$ cat src/rtl/sha256_compress_core.sv
// Iterative SHA-256 compression core: one round per accepted schedule word, 64 rounds per block.
// Optional round trace ports are enabled by defining SHA_ROUND_TRACE_EN.
module sha256_compress_core #(
  parameter int unsigned ROUNDS = 64,
  parameter int unsigned BLK_W  = 2
) (
  input  logic               clk_i,
  input  logic               rst_i,
  input  logic               start_i,
  input  logic [255:0]       h_in_i,
  input  logic [BLK_W-1:0]   block_in_i,
  input  logic               w_valid_i,
  input  logic [31:0]        w_data_i,
  output logic               w_ready_o,
  output logic               busy_o,
  output logic               done_o,
  output logic [255:0]       state_out_o,
  output logic [31:0]        e_out_o,
  output logic [BLK_W-1:0]   block_out_o
`ifdef SHA_ROUND_TRACE_EN
  ,
  output logic [5:0]         dbg_round_o,
  output logic [31:0]        dbg_kt_o
`endif
);

  if (ROUNDS != 64) begin : gen_rounds_check
    $error("sha256_compress_core: ROUNDS must be 64");
  end

  localparam logic [5:0] LastRound = 6'(ROUNDS - 1);

  localparam logic [31:0] KRom [64] = '{
    32'h428a2f98, 32'h71374491, 32'hb5c0fbcf, 32'he9b5dba5,
    32'h3956c25b, 32'h59f111f1, 32'h923f82a4, 32'hab1c5ed5,
    32'hd807aa98, 32'h12835b01, 32'h243185be, 32'h550c7dc3,
    32'h72be5d74, 32'h80deb1fe, 32'h9bdc06a7, 32'hc19bf174,
    32'he49b69c1, 32'hefbe4786, 32'h0fc19dc6, 32'h240ca1cc,
    32'h2de92c6f, 32'h4a7484aa, 32'h5cb0a9dc, 32'h76f988da,
    32'h983e5152, 32'ha831c66d, 32'hb00327c8, 32'hbf597fc7,
    32'hc6e00bf3, 32'hd5a79147, 32'h06ca6351, 32'h14292967,
    32'h27b70a85, 32'h2e1b2138, 32'h4d2c6dfc, 32'h53380d13,
    32'h650a7354, 32'h766a0abb, 32'h81c2c92e, 32'h92722c85,
    32'ha2bfe8a1, 32'ha81a664b, 32'hc24b8b70, 32'hc76c51a3,
    32'hd192e819, 32'hd6990624, 32'hf40e3585, 32'h106aa070,
    32'h19a4c116, 32'h1e376c08, 32'h2748774c, 32'h34b0bcb5,
    32'h391c0cb3, 32'h4ed8aa4a, 32'h5b9cca4f, 32'h682e6ff3,
    32'h748f82ee, 32'h78a5636f, 32'h84c87814, 32'h8cc70208,
    32'h90befffa, 32'ha4506ceb, 32'hbef9a3f7, 32'hc67178f2
  };

  function automatic logic [31:0] ror32(input logic [31:0] x, input int unsigned n);
    return (x >> n) | (x << (32 - n));
  endfunction

  typedef enum logic [1:0] {StIdle, StRun, StDone} state_e;

  state_e           state_q, state_d;
  logic [5:0]       t_q, t_d;
  logic [BLK_W-1:0] blk_q, blk_d;
  logic [31:0]      a_q, b_q, c_q, d_q, e_q, f_q, g_q, h_q;
  logic [31:0]      a_d, b_d, c_d, d_d, e_d, f_d, g_d, h_d;
  logic [255:0]     state_out_q;
  logic [31:0]      e_out_q;
  logic [BLK_W-1:0] block_out_q;

  logic        accept, finish;
  logic [31:0] s0, s1, ch, maj, t1, t2;

  // State register.
  always_ff @(posedge clk_i) begin
    if (rst_i) begin
      state_q <= StIdle;
    end else begin
      state_q <= state_d;
    end
  end

  // Next-state logic.
  always_comb begin
    state_d = state_q;
    unique case (state_q)
      StIdle:  if (start_i) state_d = StRun;
      StRun:   if (finish) state_d = StDone;
      StDone:  state_d = StIdle;
      default: state_d = StIdle;
    endcase
  end

  // Output decode.
  always_comb begin
    w_ready_o = (state_q == StRun);
    busy_o    = (state_q != StIdle);
    done_o    = (state_q == StDone);
  end

  assign accept = w_valid_i && w_ready_o;
  assign finish = accept && (t_q == LastRound);

  always_comb begin
    s0  = ror32(a_q, 2) ^ ror32(a_q, 13) ^ ror32(a_q, 22);
    s1  = ror32(e_q, 6) ^ ror32(e_q, 11) ^ ror32(e_q, 25);
    ch  = (e_q & f_q) ^ (~e_q & g_q);
    maj = (a_q & b_q) ^ (a_q & c_q) ^ (b_q & c_q);
    t1  = h_q + s1 + ch + KRom[t_q] + w_data_i;
    t2  = s0 + maj;
  end

  always_comb begin
    {a_d, b_d, c_d, d_d, e_d, f_d, g_d, h_d} = {a_q, b_q, c_q, d_q, e_q, f_q, g_q, h_q};
    t_d   = t_q;
    blk_d = blk_q;
    if ((state_q == StIdle) && start_i) begin
      {a_d, b_d, c_d, d_d, e_d, f_d, g_d, h_d} = h_in_i;
      t_d   = '0;
      blk_d = block_in_i;
    end else if (accept) begin
      {a_d, b_d, c_d, d_d, e_d, f_d, g_d, h_d} = {t1 + t2, a_q, b_q, c_q, d_q + t1, e_q, f_q, g_q};
      t_d = t_q + 6'd1; // wraps to 0 after the last round
    end
  end

  always_ff @(posedge clk_i) begin
    if (rst_i) begin
      t_q         <= '0;
      blk_q       <= '0;
      {a_q, b_q, c_q, d_q, e_q, f_q, g_q, h_q} <= '0;
      state_out_q <= '0;
      e_out_q     <= '0;
      block_out_q <= '0;
    end else begin
      t_q   <= t_d;
      blk_q <= blk_d;
      {a_q, b_q, c_q, d_q, e_q, f_q, g_q, h_q} <= {a_d, b_d, c_d, d_d, e_d, f_d, g_d, h_d};
      if (finish) begin
        state_out_q <= {a_d, b_d, c_d, d_d, e_d, f_d, g_d, h_d};
        e_out_q     <= e_d;
        block_out_q <= blk_q;
      end
    end
  end

  assign state_out_o = state_out_q;
  assign e_out_o     = e_out_q;
  assign block_out_o = block_out_q;

`ifdef SHA_ROUND_TRACE_EN
  assign dbg_round_o = t_q;
  assign dbg_kt_o    = KRom[t_q];
`endif

endmodule
$ cat config.mk
export PLATFORM = sky130hd
export DESIGN_NAME = sha256_compress_core
export DESIGN_NICKNAME = d
export VERILOG_FILES = /design/src/rtl/sha256_compress_core.sv
export SDC_FILE = /design/constraint.sdc
export NUM_CORES = 2
export LEC_CHECK = 0
export ABC_AREA = 1
export BUFFER_PORTS_ARGS = -buffer_cell sky130_fd_sc_hd__buf_2
export CAP_MARGIN = 10
export CORE_ASPECT_RATIO = 0.5
export CORE_UTILIZATION = 55
export CTS_CLUSTER_SIZE = 8
export DETAILED_ROUTE_END_ITERATION = 10
export PLACE_DENSITY = 0.83
export SYNTH_ARGS = -nofsm -noshare
export SYNTH_HDL_FRONTEND = slang
export SYNTH_SLANG_ARGS = --single-unit
$ cat constraint.sdc
create_clock -name clk_i -period 14.9 [get_ports clk_i]
set_input_delay 2.235 -clock clk_i [delete_from_list [all_inputs] [get_ports clk_i]]
set_output_delay 2.235 -clock clk_i [all_outputs]
set_load 0.01 [all_outputs]
==> qor.log <==
[global_routing] number of global-route vias before repair 33816
[clock_network] Post-CTS Hold Fix Bufs 0
[sta] count of pins over their slew limit 0
[sta] clock period minus final worst setup slack 8.72 ns
[hold_path] Hold Path Cell Cnt 2
[synthesis] most common flop cell mapped by yosys sky130_fd_sc_hd__dfxtp_1
[synthesis] unique cell type count in the Yosys netlist 70
[clock_network] CTS tree done
[synthesis] Synth Register Bits 524
[cells_and_area] sequential cell area 10500 um^2
[clock_network] total number of H-tree levels 3
[clock_network] number of buffers created by CTS 75
[placement] count of port buffers added during placement 586
[worst_setup_path] startpoint-to-endpoint class of the critical path register to register
[sta] final-report hold violation count 0
[cells_and_area] area used by multi-input combinational logic 19800 um^2
[sta] FMAX 115 MHz
[floorplan] initial standard-cell utilization of the core 0.565
[global_routing] sum of overflow across all layers after global routing 0
[synthesis] number of warnings printed during yosys synthesis 0
[job] MaxCap Viol Count 0
[clock_network] Resized Gates After CTS 0
[synthesis] Syn Inst Count 4743
[clock_network] maximum buffer depth of the clock tree 3
[worst_setup_path] biggest cell delay along the critical path 0.76 ns
[placement] Detail Placement HPWL 110 mm
[cells_and_area] commonest non-fill, non-tap cell in the layout sky130_fd_sc_hd__nand2_1
[floorplan] x dimension of the die 353 um
[floorplan] total I/O pin count 587
[detailed_routing] Vias 36849
[clock_network] clock latency at the later pin of the worst-skew pair 0.64 ns
[sta] final-report setup violation count 0
[sta] RSZ-0062 raised after global routing no
[global_routing] maximum number of pins on one net before global-route repair 280
[outcome] outcome finished clean
[worst_setup_path] data arrival at the endpoint of the critical path 9.24 ns
[cells_and_area] filler cell count in the final layout 5310
[clock_network] buffers inserted during post-CTS setup optimization 0
[sta] final clock period utilization by the worst path 0.585
[synthesis] count of flip-flops with a built-in enable after synthesis 0
[synthesis] mean cell area of the mapped netlist 7.16 um^2
[worst_setup_path] slowest cell on the critical path sky130_fd_sc_hd__a2111oi_0
[synthesis] post-synthesis instance area 34000 um^2
[sta] remaining max-slew budget at the tightest pin 0.224
[sta] transition at the pin with the smallest max-transition slack 1.16 ns
[clock_network] register clock-pin slew on the reported worst setup and hold paths 0.06 ns
[global_routing] initial antenna violation count 13
[worst_setup_path] crit-path max FO 10
[floorplan] Die Outline Area 62800 um^2
[worst_setup_path] startpoint type of the worst setup path register
[cells_and_area] most used cells in the layout excluding fill and tap cells 793 x sky130_fd_sc_hd__nand2_1, 585 x sky130_fd_sc_hd__buf_2, 571 x sky130_fd_sc_hd__o21ai_0
[global_routing] global-route wire length before repair 209 mm
[floorplan] row count 63
[detailed_routing] total detailed-routing wirelength 145 mm
[global_routing] Total GRT Usage 0.444
[synthesis] sequential cell area fraction in the yosys report 0.309
[clock_network] clk sink count 524
[floorplan] Die Ht 178 um
[sta] setup total negative slack 0 ns
[placement] Placer Congestion 1.06
[worst_setup_path] Worst Setup End Kind register
[clock_network] root buffer selected by CTS sky130_fd_sc_hd__clkbuf_16
[cells_and_area] final layout net count 5625
[worst_setup_path] dominant cell type by count on the critical path sky130_fd_sc_hd__inv_1
[synthesis] fraction of synthesis flops using an asynchronous set or reset pin 0
[floorplan] Core Box Area 60100 um^2
[detailed_routing] via-per-instance ratio 6.23
[worst_setup_path] worst reg-to-reg setup slack 6.18 ns
[worst_setup_path] Req. time, crit path 15.42 ns
[detailed_routing] Routed Antenna Nets 0
[sta] final setup skew 0.0243 ns
[worst_setup_path] R2R depth 33
[detailed_routing] post-detailed-route DRC marker count 0
[cells_and_area] share of final-layout standard cells stronger than drive strength 1 0.156
[detailed_routing] wire per inst 24.5 um
[synthesis] total nets after synthesis 5282
[detailed_routing] DRT iter0 DRCs 6437
[hold_path] path category of the worst min-delay check register to register
[detailed_routing] TritonRoute pass-1 iters 7
[cells_and_area] layout-stage area growth over the synthesis result 13.7%
[flip-flops by register name, summed over array words and instances, names as in the netlist, 6 cells and up]
register,cells
h_q,32
b_q,32
f_q,32
e_q,32
d_q,32
a_q,32
t_q,6
c_q,32
state_out_o,256
g_q,32
[path summary, 6_finish.rpt]
path,endpoint,startpoint
setup / recovery,state_out_o[252],t_q[0]
hold / removal,blk_q[1],blk_q[1]
setup reg to reg,state_out_o[252],t_q[0]
hold reg to reg,blk_q[1],blk_q[1]
[synth_stat cells (5+ instances only)]
cell | instances | area share
sky130_fd_sc_hd__nand2_1 | 794 | 0.088
sky130_fd_sc_hd__o21ai_0 | 571 | 0.084
sky130_fd_sc_hd__inv_1 | 539 | 0.060
sky130_fd_sc_hd__dfxtp_1 | 524 | 0.31
sky130_fd_sc_hd__nor2_1 | 429 | 0.047
sky130_fd_sc_hd__a21oi_1 | 396 | 0.058
sky130_fd_sc_hd__nand3_1 | 275 | 0.041
sky130_fd_sc_hd__clkbuf_1 | 186 | 0.021
sky130_fd_sc_hd__o211ai_1 | 132 | 0.029
sky130_fd_sc_hd__fa_1 | 125 | 0.074
sky130_fd_sc_hd__ha_1 | 120 | 0.044
sky130_fd_sc_hd__xor2_1 | 100 | 0.026
sky130_fd_sc_hd__xnor2_1 | 85 | 0.022
sky130_fd_sc_hd__buf_2 | 77 | 0.011
sky130_fd_sc_hd__buf_4 | 59 | 0.013
sky130_fd_sc_hd__o21bai_1 | 22 | 0.0049
sky130_fd_sc_hd__maj3_1 | 21 | 0.0062
sky130_fd_sc_hd__nand2_2 | 21 | 0.0039
sky130_fd_sc_hd__o21ai_1 | 18 | 0.0027
sky130_fd_sc_hd__a21oi_2 | 17 | 0.0044
sky130_fd_sc_hd__nand4_1 | 17 | 0.0031
sky130_fd_sc_hd__nor3_1 | 17 | 0.0025
sky130_fd_sc_hd__a21o_1 | 16 | 0.0035
sky130_fd_sc_hd__buf_1 | 15 | 0.0017
sky130_fd_sc_hd__inv_2 | 10 | 0.0011
sky130_fd_sc_hd__nand3_2 | 10 | 0.0029
sky130_fd_sc_hd__o21ai_2 | 10 | 0.0026
sky130_fd_sc_hd__o22ai_1 | 10 | 0.0018
sky130_fd_sc_hd__o21a_1 | 9 | 0.0020
sky130_fd_sc_hd__a221oi_1 | 8 | 0.0021
sky130_fd_sc_hd__a31oi_1 | 8 | 0.0015
sky130_fd_sc_hd__o221ai_1 | 8 | 0.0021
sky130_fd_sc_hd__a211oi_1 | 5 | 0.0011
sky130_fd_sc_hd__buf_6 | 5 | 0.0017
sky130_fd_sc_hd__nand3b_1 | 5 | 0.0011
[through the flow]
| stage | utilization | worst slack (ns) | cell area [um^2] | hold WS [ns] | cells |
|---|---|---|---|---|---|
| CTS | 0.642 | 6.52 | 38600 | 0.450 | 5904 |
| floorplan | - | 7.26 | 34000 | 0.420 | 4743 |
| finish | 0.642 | 6.18 | 38600 | 0.447 | 5916 |
| global placement | 0.607 | 6.22 | 36500 | 0.431 | 5821 |
| global route | 0.642 | 5.78 | 38600 | 0.481 | 5914 |
| detailed placement | 0.607 | 6.15 | 36500 | 0.439 | 5821 |
[cell families (layout without fill, tap and decap cells)]
kind of cell             after synthesis  after routing  synth area share
adder cells (fa/ha/maj)              266            266             0.124
AND/OR/NAND/NOR                     1591           1591             0.195
XOR/XNOR                             186            186            0.0482
buffers and inverters                897           1246             0.110
other                                  0             12                 0
flip-flops                           524            524             0.309
multiplexers                           3              3          0.000884
AO/OA/AOI/OAI                       1276           1276             0.213
[area by class of cell]
class                   count  area share
flip-flops and latches    524       0.272
repair buffers            608      0.0811
clock inverters             8     0.00515
inverters                 555      0.0545
well taps                 812      0.0263
clock buffers              75      0.0486
multi-input cells        3322       0.512
diodes                     12    0.000778
[metal layers]
layer / wire (um) / up-vias / GRT usage / part of all wire
li1: - / 16183 / - / -
met1: 56400 / 17254 / 0.593 / 0.39
met2: 60500 / 2831 / 0.655 / 0.42
met3: 19700 / 575 / 0.127 / 0.14
met4: 8460 / 6 / 0.217 / 0.058
met5: 103 / - / 0.00923 / 0.00071
[worst max-delay path: cells and delay by family, from the launching register on]
kind / cells / cell delay [ns]
adder cells (fa/ha/maj): 5 / 2.34
buffers and inverters: 6 / 0.94
AO/OA/AOI/OAI: 13 / 2.87
XOR/XNOR: 1 / 0.60
AND/OR/NAND/NOR: 8 / 1.19
flip-flops: 1 / 0.66
Power is left out: the tool's default activity adds up to more than one toggle a clock period on the data nets, which glitch-free logic cannot reach.
